## src/rtl/router_pkt_src.sv

```systemverilog
`default_nettype none
// =============================================================================
// router_pkt_src : packet source for the 1x3 router input port
//   Buffers a payload, then sends header, payload and parity under busy control
// Revision: 1.0
// =============================================================================
module router_pkt_src #(
  parameter int MAX_LEN    = 63,
  parameter int GAP_CYCLES = 1
) (
  input  logic       clk,
  input  logic       rst,
  input  logic       start,
  input  logic [1:0] dest_addr,
  input  logic [5:0] pay_len,
  input  logic [7:0] pay_data,
  input  logic       pay_valid,
  output logic       pay_ready,
  input  logic       busy,
  output logic [7:0] data_out,
  output logic       pkt_valid,
  output logic       tx_ready,
  output logic       done,
  output logic       req_err
);

  typedef enum logic [2:0] {
    S_IDLE    = 3'd0,
    S_COLLECT = 3'd1,
    S_HEADER  = 3'd2,
    S_PAYLOAD = 3'd3,
    S_PARITY  = 3'd4,
    S_GAP     = 3'd5
  } state_t;

  localparam logic [5:0] c_max_len = 6'(MAX_LEN);
  localparam int c_gap_w = (GAP_CYCLES > 1) ? $clog2(GAP_CYCLES) : 1;
  localparam logic [c_gap_w-1:0] c_gap_last = c_gap_w'((GAP_CYCLES > 0) ? GAP_CYCLES - 1 : 0);

  state_t               r_state;
  state_t               w_next;
  logic [1:0]           r_addr;
  logic [5:0]           r_len;
  logic [5:0]           r_wr_idx;
  logic [5:0]           r_rd_idx;
  logic [7:0]           r_parity;
  logic [c_gap_w-1:0]   r_gap_cnt;
  logic                 r_done;
  logic                 r_req_err;
  logic [7:0]           r_buf [0:MAX_LEN-1];

  logic                 w_req_ok;
  logic                 w_last_wr;
  logic                 w_last_rd;
  logic                 w_gap_end;
  logic [7:0]           w_header;

  assign w_req_ok  = (dest_addr != 2'd3) && (pay_len != 6'd0) && (pay_len <= c_max_len);
  assign w_last_wr = (r_wr_idx == r_len - 6'd1);
  assign w_last_rd = (r_rd_idx == r_len - 6'd1);
  assign w_gap_end = (r_gap_cnt == c_gap_last);
  assign w_header  = {r_len, r_addr};

  always_ff @(posedge clk) begin
    if (rst) r_state <= S_IDLE;
    else     r_state <= w_next;
  end

  always_comb begin
    w_next = r_state;
    case (r_state)
      S_IDLE:    if (start && w_req_ok)      w_next = S_COLLECT;
      S_COLLECT: if (pay_valid && w_last_wr) w_next = S_HEADER;
      S_HEADER:  if (!busy)                  w_next = S_PAYLOAD;
      S_PAYLOAD: if (!busy && w_last_rd)     w_next = S_PARITY;
      S_PARITY:  if (!busy)                  w_next = (GAP_CYCLES == 0) ? S_IDLE : S_GAP;
      S_GAP:     if (w_gap_end)              w_next = S_IDLE;
      default:                               w_next = S_IDLE;
    endcase
  end

  // Parity accumulates payload while collecting and folds in the header when it is sent
  always_ff @(posedge clk) begin
    if (rst) begin
      r_addr    <= 2'd0;
      r_len     <= 6'd0;
      r_wr_idx  <= 6'd0;
      r_rd_idx  <= 6'd0;
      r_parity  <= 8'd0;
      r_gap_cnt <= '0;
      r_done    <= 1'b0;
      r_req_err <= 1'b0;
    end else begin
      r_done    <= 1'b0;
      r_req_err <= 1'b0;
      case (r_state)
        S_IDLE: begin
          if (start) begin
            if (w_req_ok) begin
              r_addr   <= dest_addr;
              r_len    <= pay_len;
              r_wr_idx <= 6'd0;
              r_parity <= 8'd0;
            end else begin
              r_req_err <= 1'b1;
            end
          end
        end
        S_COLLECT: begin
          if (pay_valid) begin
            r_parity <= r_parity ^ pay_data;
            if (!w_last_wr) r_wr_idx <= r_wr_idx + 6'd1;
          end
        end
        S_HEADER: begin
          if (!busy) begin
            r_parity <= r_parity ^ w_header;
            r_rd_idx <= 6'd0;
          end
        end
        S_PAYLOAD: begin
          if (!busy && !w_last_rd) r_rd_idx <= r_rd_idx + 6'd1;
        end
        S_PARITY: begin
          if (!busy) begin
            r_gap_cnt <= '0;
            if (GAP_CYCLES == 0) r_done <= 1'b1;
          end
        end
        S_GAP: begin
          if (w_gap_end) r_done <= 1'b1;
          else           r_gap_cnt <= r_gap_cnt + 1'b1;
        end
        default: ;
      endcase
    end
  end

  always_ff @(posedge clk) begin
    if (r_state == S_COLLECT && pay_valid) r_buf[r_wr_idx] <= pay_data;
  end

  always_comb begin
    data_out  = 8'h00;
    pkt_valid = 1'b0;
    pay_ready = 1'b0;
    tx_ready  = 1'b0;
    case (r_state)
      S_IDLE:    tx_ready  = 1'b1;
      S_COLLECT: pay_ready = 1'b1;
      S_HEADER: begin
        data_out  = w_header;
        pkt_valid = 1'b1;
      end
      S_PAYLOAD: begin
        data_out  = r_buf[r_rd_idx];
        pkt_valid = 1'b1;
      end
      S_PARITY:  data_out  = r_parity;
      default: ;
    endcase
  end

  assign done    = r_done;
  assign req_err = r_req_err;

endmodule
`default_nettype wire

```

## config.mk

```make
export PLATFORM = sky130hd
export DESIGN_NAME = router_pkt_src
export DESIGN_NICKNAME = d
export VERILOG_FILES = /design/src/rtl/router_pkt_src.sv
export SDC_FILE = /design/constraint.sdc
export NUM_CORES = 1
export LEC_CHECK = 0
export ABC_AREA = 1
export ABC_CLOCK_PERIOD_IN_PS = 2900
export BUFFER_PORTS_ARGS = -buffer_cell sky130_fd_sc_hd__buf_2
export CAP_MARGIN = 10
export CORE_MARGIN = 2
export CORE_UTILIZATION = 52
export DETAILED_ROUTE_END_ITERATION = 10
export MAX_ROUTING_LAYER = met4
export PLACE_DENSITY = 0.68
export SYNTH_ARGS = -nofsm -noshare
export SYNTH_HDL_FRONTEND = slang
export SYNTH_SLANG_ARGS = --single-unit
```

## constraint.sdc

```tcl
create_clock -name clk -period 2.9 [get_ports clk]
set_input_delay 0.29 -clock clk [delete_from_list [all_inputs] [get_ports clk]]
set_output_delay 0.29 -clock clk [all_outputs]
set_load 0.01 [all_outputs]
```

==> results.sh <==
export IMPL_status="complete, but fails checks"
export IMPL_violations="negative setup slack"
export IMPL_placed_cells=2684
export IMPL_wl_per_cell_um=23.3
export IMPL_place_area_um2=24200
export IMPL_gp_congestion=0.913
export IMPL_avgSynthCellArea_um2=11.0
export IMPL_setup_viol=4
export IMPL_drtPass1Iterations=5
export IMPL_cp_max_fo=13
export IMPL_ios=34
export IMPL_worst_setup_path_end_kind="output pin"
export IMPL_rows=76
export IMPL_ys_seq_elements=543
export IMPL_final_cell_mix="597 x nand2_1, 504 x edfxtp_1, 258 x nand3_1"
export IMPL_startpoint_type="flip-flop"
export IMPL_diodes=0
export IMPL_top_layer="met4"
export IMPL_maxCapViolCount=0
export IMPL_dr_total_vias=16797
export IMPL_ys_seq_area_frac=0.698
export IMPL_met1_length_mm=25.6
export IMPL_crit_required_ns=2.61
export IMPL_die_area_um2=45600
export IMPL_dp_hpwl_mm=36.7
export IMPL_cpPeakStageDelay_ns=0.38
export IMPL_htree_levels=2
export IMPL_portBuffers=33
export IMPL_cts_clk_slew_worst_paths_ns=0.07
export IMPL_wirelength_mm=65.8
export IMPL_syn2layout_area_growth_pct=21.7
export IMPL_p_leak_uw=0.0101
export IMPL_root_buffer="clkbuf_16"
export IMPL_crit_path_top_delay_cell="dfxtp_4"
export IMPL_synthesis_nets=2093
export IMPL_synth_edf_count=504
export IMPL_pre_cts_slack_ns=0.294
export IMPL_synth_async_reset_ratio=0
export IMPL_period_share=1.04
export IMPL_irDropWorstVdd_mv=0.823
export IMPL_wl_met2_mm=31.3
export IMPL_skew_ns=0.0112
export IMPL_die_w_um=213
export IMPL_worstPathArrival_ns=2.72
export IMPL_grt_usage=0.295
export IMPL_worst_path_most_repeated_cell="nand2_2"
export IMPL_viasPerCell=5.95
export IMPL_drc=0
export IMPL_cts_buffer_depth=3
export IMPL_grt_pass1_wl_mm=96.9
export IMPL_grt_max_degree=54
export IMPL_timing_final_ws_setup_ns=-0.108
export IMPL_syn_inst=2069
export IMPL_synth_area_um2=22800
export IMPL_rsz0062_at_grt="yes"
export IMPL_max_freq_ghz=0.332
export IMPL_die_h_um=213
export IMPL_antenna_found_initial=0
export IMPL_total_power_uw=17900
export IMPL_drt_initial_drc_count=1816
export IMPL_critical_path_class="flip-flop to output pin"
export IMPL_grt_pass1_vias=16184
export IMPL_yosysWarningCount=0
export IMPL_final_common_cell="nand2_1"
export IMPL_netlist_cell_type_count=40
export IMPL_clk_latency_ns=0.60
export IMPL_hold_viol=0
export IMPL_power_density_nw_per_um2=645
export IMPL_hp_class="input pin to flip-flop"
export IMPL_ant_nets=0
export IMPL_slew_headroom=0.431
export IMPL_final_cells=2824
export IMPL_grt_ovfl_total=0
export IMPL_start_util=0.528
export IMPL_tightest_slew_ns=0.853
export IMPL_core_um2=43200
export IMPL_postLayoutCellArea_um2=27800
export IMPL_synth_main_ff_cell="edfxtp_1"
export IMPL_tritoncts="yes"
export IMPL_maxSlewViolCount=0
export IMPL_cts_buffers=53
export IMPL_nets=2221
export IMPL_period_minus_slack_ns=3.01
export IMPL_wl_met3_mm=6.38
export IMPL_crit_chain="buf_12 -> bufbuf_16 -> o21ai_0 -> nor2_1 -> o31ai_4 -> nand3_1 -> nand2_2 -> nand2_2 -> nand3_2 -> nand2_1 -> buf_2"
export IMPL_clock_sinks=543
export IMPL_drive_gt1_frac=0.195
-- Yosys cell counts, types with 2 or more instances --
| cell type | n | area, µm² |
|---|---|---|
| clkbuf_1 | 43 | 161 |
| o22ai_1 | 10 | 62.6 |
| o21ai_2 | 2 | 17.5 |
| inv_2 | 6 | 22.5 |
| a21oi_1 | 107 | 536 |
| buf_1 | 7 | 26.3 |
| buf_6 | 2 | 22.5 |
| xor2_1 | 10 | 87.6 |
| nand3_1 | 298 | 1490 |
| nand2_1 | 630 | 2360 |
| nand3_2 | 4 | 40.0 |
| buf_4 | 4 | 30.0 |
| nand2_2 | 6 | 37.5 |
| xnor2_1 | 3 | 26.3 |
| nand4_1 | 6 | 37.5 |
| a21oi_2 | 6 | 52.6 |
| buf_2 | 59 | 295 |
| o31ai_1 | 27 | 203 |
| o21ai_0 | 59 | 295 |
| o21ai_1 | 4 | 20.0 |
| nor2_4 | 3 | 33.8 |
| dfxtp_1 | 39 | 781 |
| nor2_2 | 3 | 18.8 |
| nor2_1 | 158 | 593 |
| ha_1 | 3 | 37.5 |
| nand2_4 | 3 | 33.8 |
| edfxtp_1 | 504 | 15100 |
| inv_1 | 44 | 165 |
| nor3_4 | 2 | 32.5 |
| nand3b_1 | 4 | 30.0 |
| o211ai_1 | 4 | 30.0 |
-- stage by stage --
stage / TNS, ns / util / hold WS (ns)
CTS: -0.110 / 0.631 / 0.000241
global placement: 0 / 0.562 / 0.446
floorplan: 0 / - / 0.352
detailed placement: 0 / 0.562 / 0.453
finish: -0.218 / 0.643 / 0.0200
global route: -0.975 / 0.643 / 0.0369
-- report_power, final --
| part | switching [µW] | leakage, µW | total, µW | internal (µW) |
|---|---|---|---|---|
| clock network | 2930 | 0.000887 | 7210 | 4290 |
| registers | 134 | 0.00485 | 8830 | 8690 |
| logic | 1260 | 0.00439 | 1850 | 598 |
| total | 4320 | 0.0101 | 17900 | 13600 |
-- flip-flops by register name, summed over array words and instances, names as in the netlist, named ones only --
register  count
done          1
r_parity      8
r_addr        2
r_wr_idx      6
r_state       3
req_err       1
r_len         6
r_rd_idx      6
r_buf       504
-- final timing paths --
path	end	startpoint	cells after the start	slack [ns]
setup reg to reg	r_buf[17][7]	r_state[0]	9	0.26
hold / removal	r_len[5]	pay_len[5]	3	0.02
setup / recovery	data_out[0]	flip-flop	11	-0.11
hold reg to reg	r_parity[3]	r_parity[3]	2	0.46
-- per-layer routing --
| metal | global-route usage | up-vias |
|---|---|---|
| li1 | - | 7492 |
| met4 | 0.115 | 0 |
| met3 | 0.0562 | 169 |
| met1 | 0.392 | 8170 |
| met5 | - | - |
| met2 | 0.454 | 966 |
-- worst max-delay path, delay by kind of cell, from the launching register on --
| family | cells | cell delay (ns) |
|---|---|---|
| simple gates | 6 | 0.71 |
| buf+inv | 3 | 0.58 |
| compound gates | 2 | 0.46 |
| flops | 1 | 0.38 |
-- logic make-up after synthesis --
group                    count (synthesis)  synth area share
flip-flops                             543             0.698
buffers and inverters                  167            0.0325
AND/OR/NAND/NOR                       1120             0.207
adder cells (fa/ha/maj)                  3           0.00165
AO/OA/AOI/OAI                          222            0.0549
XOR/XNOR                                14           0.00598
-- final cells by class --
type / instances / area (µm²)
Tap cell: 585 / 732
Clock buffer: 71 / 1520
Timing Repair inverter: 4 / 61.3
Timing Repair Buffer: 185 / 2210
Multi-Input combinational cell: 1359 / 6790
Inverter: 51 / 220
Clock inverter: 26 / 303
Sequential cell: 543 / 15900
Fill cell: 3167 / 15400
-- repair_timing --
item | 4_1_cts | 5_1_grt
pin swaps | 39 | 51
gates resized for setup | 125 | 104
setup buffers | 8 | 5
setup endpoints to repair | 8 | 8
hold endpoints to repair | 7 | 0
cloned | 17 | 9
hold buffers | 7 | 0
(Power assumes the default switching activity.)
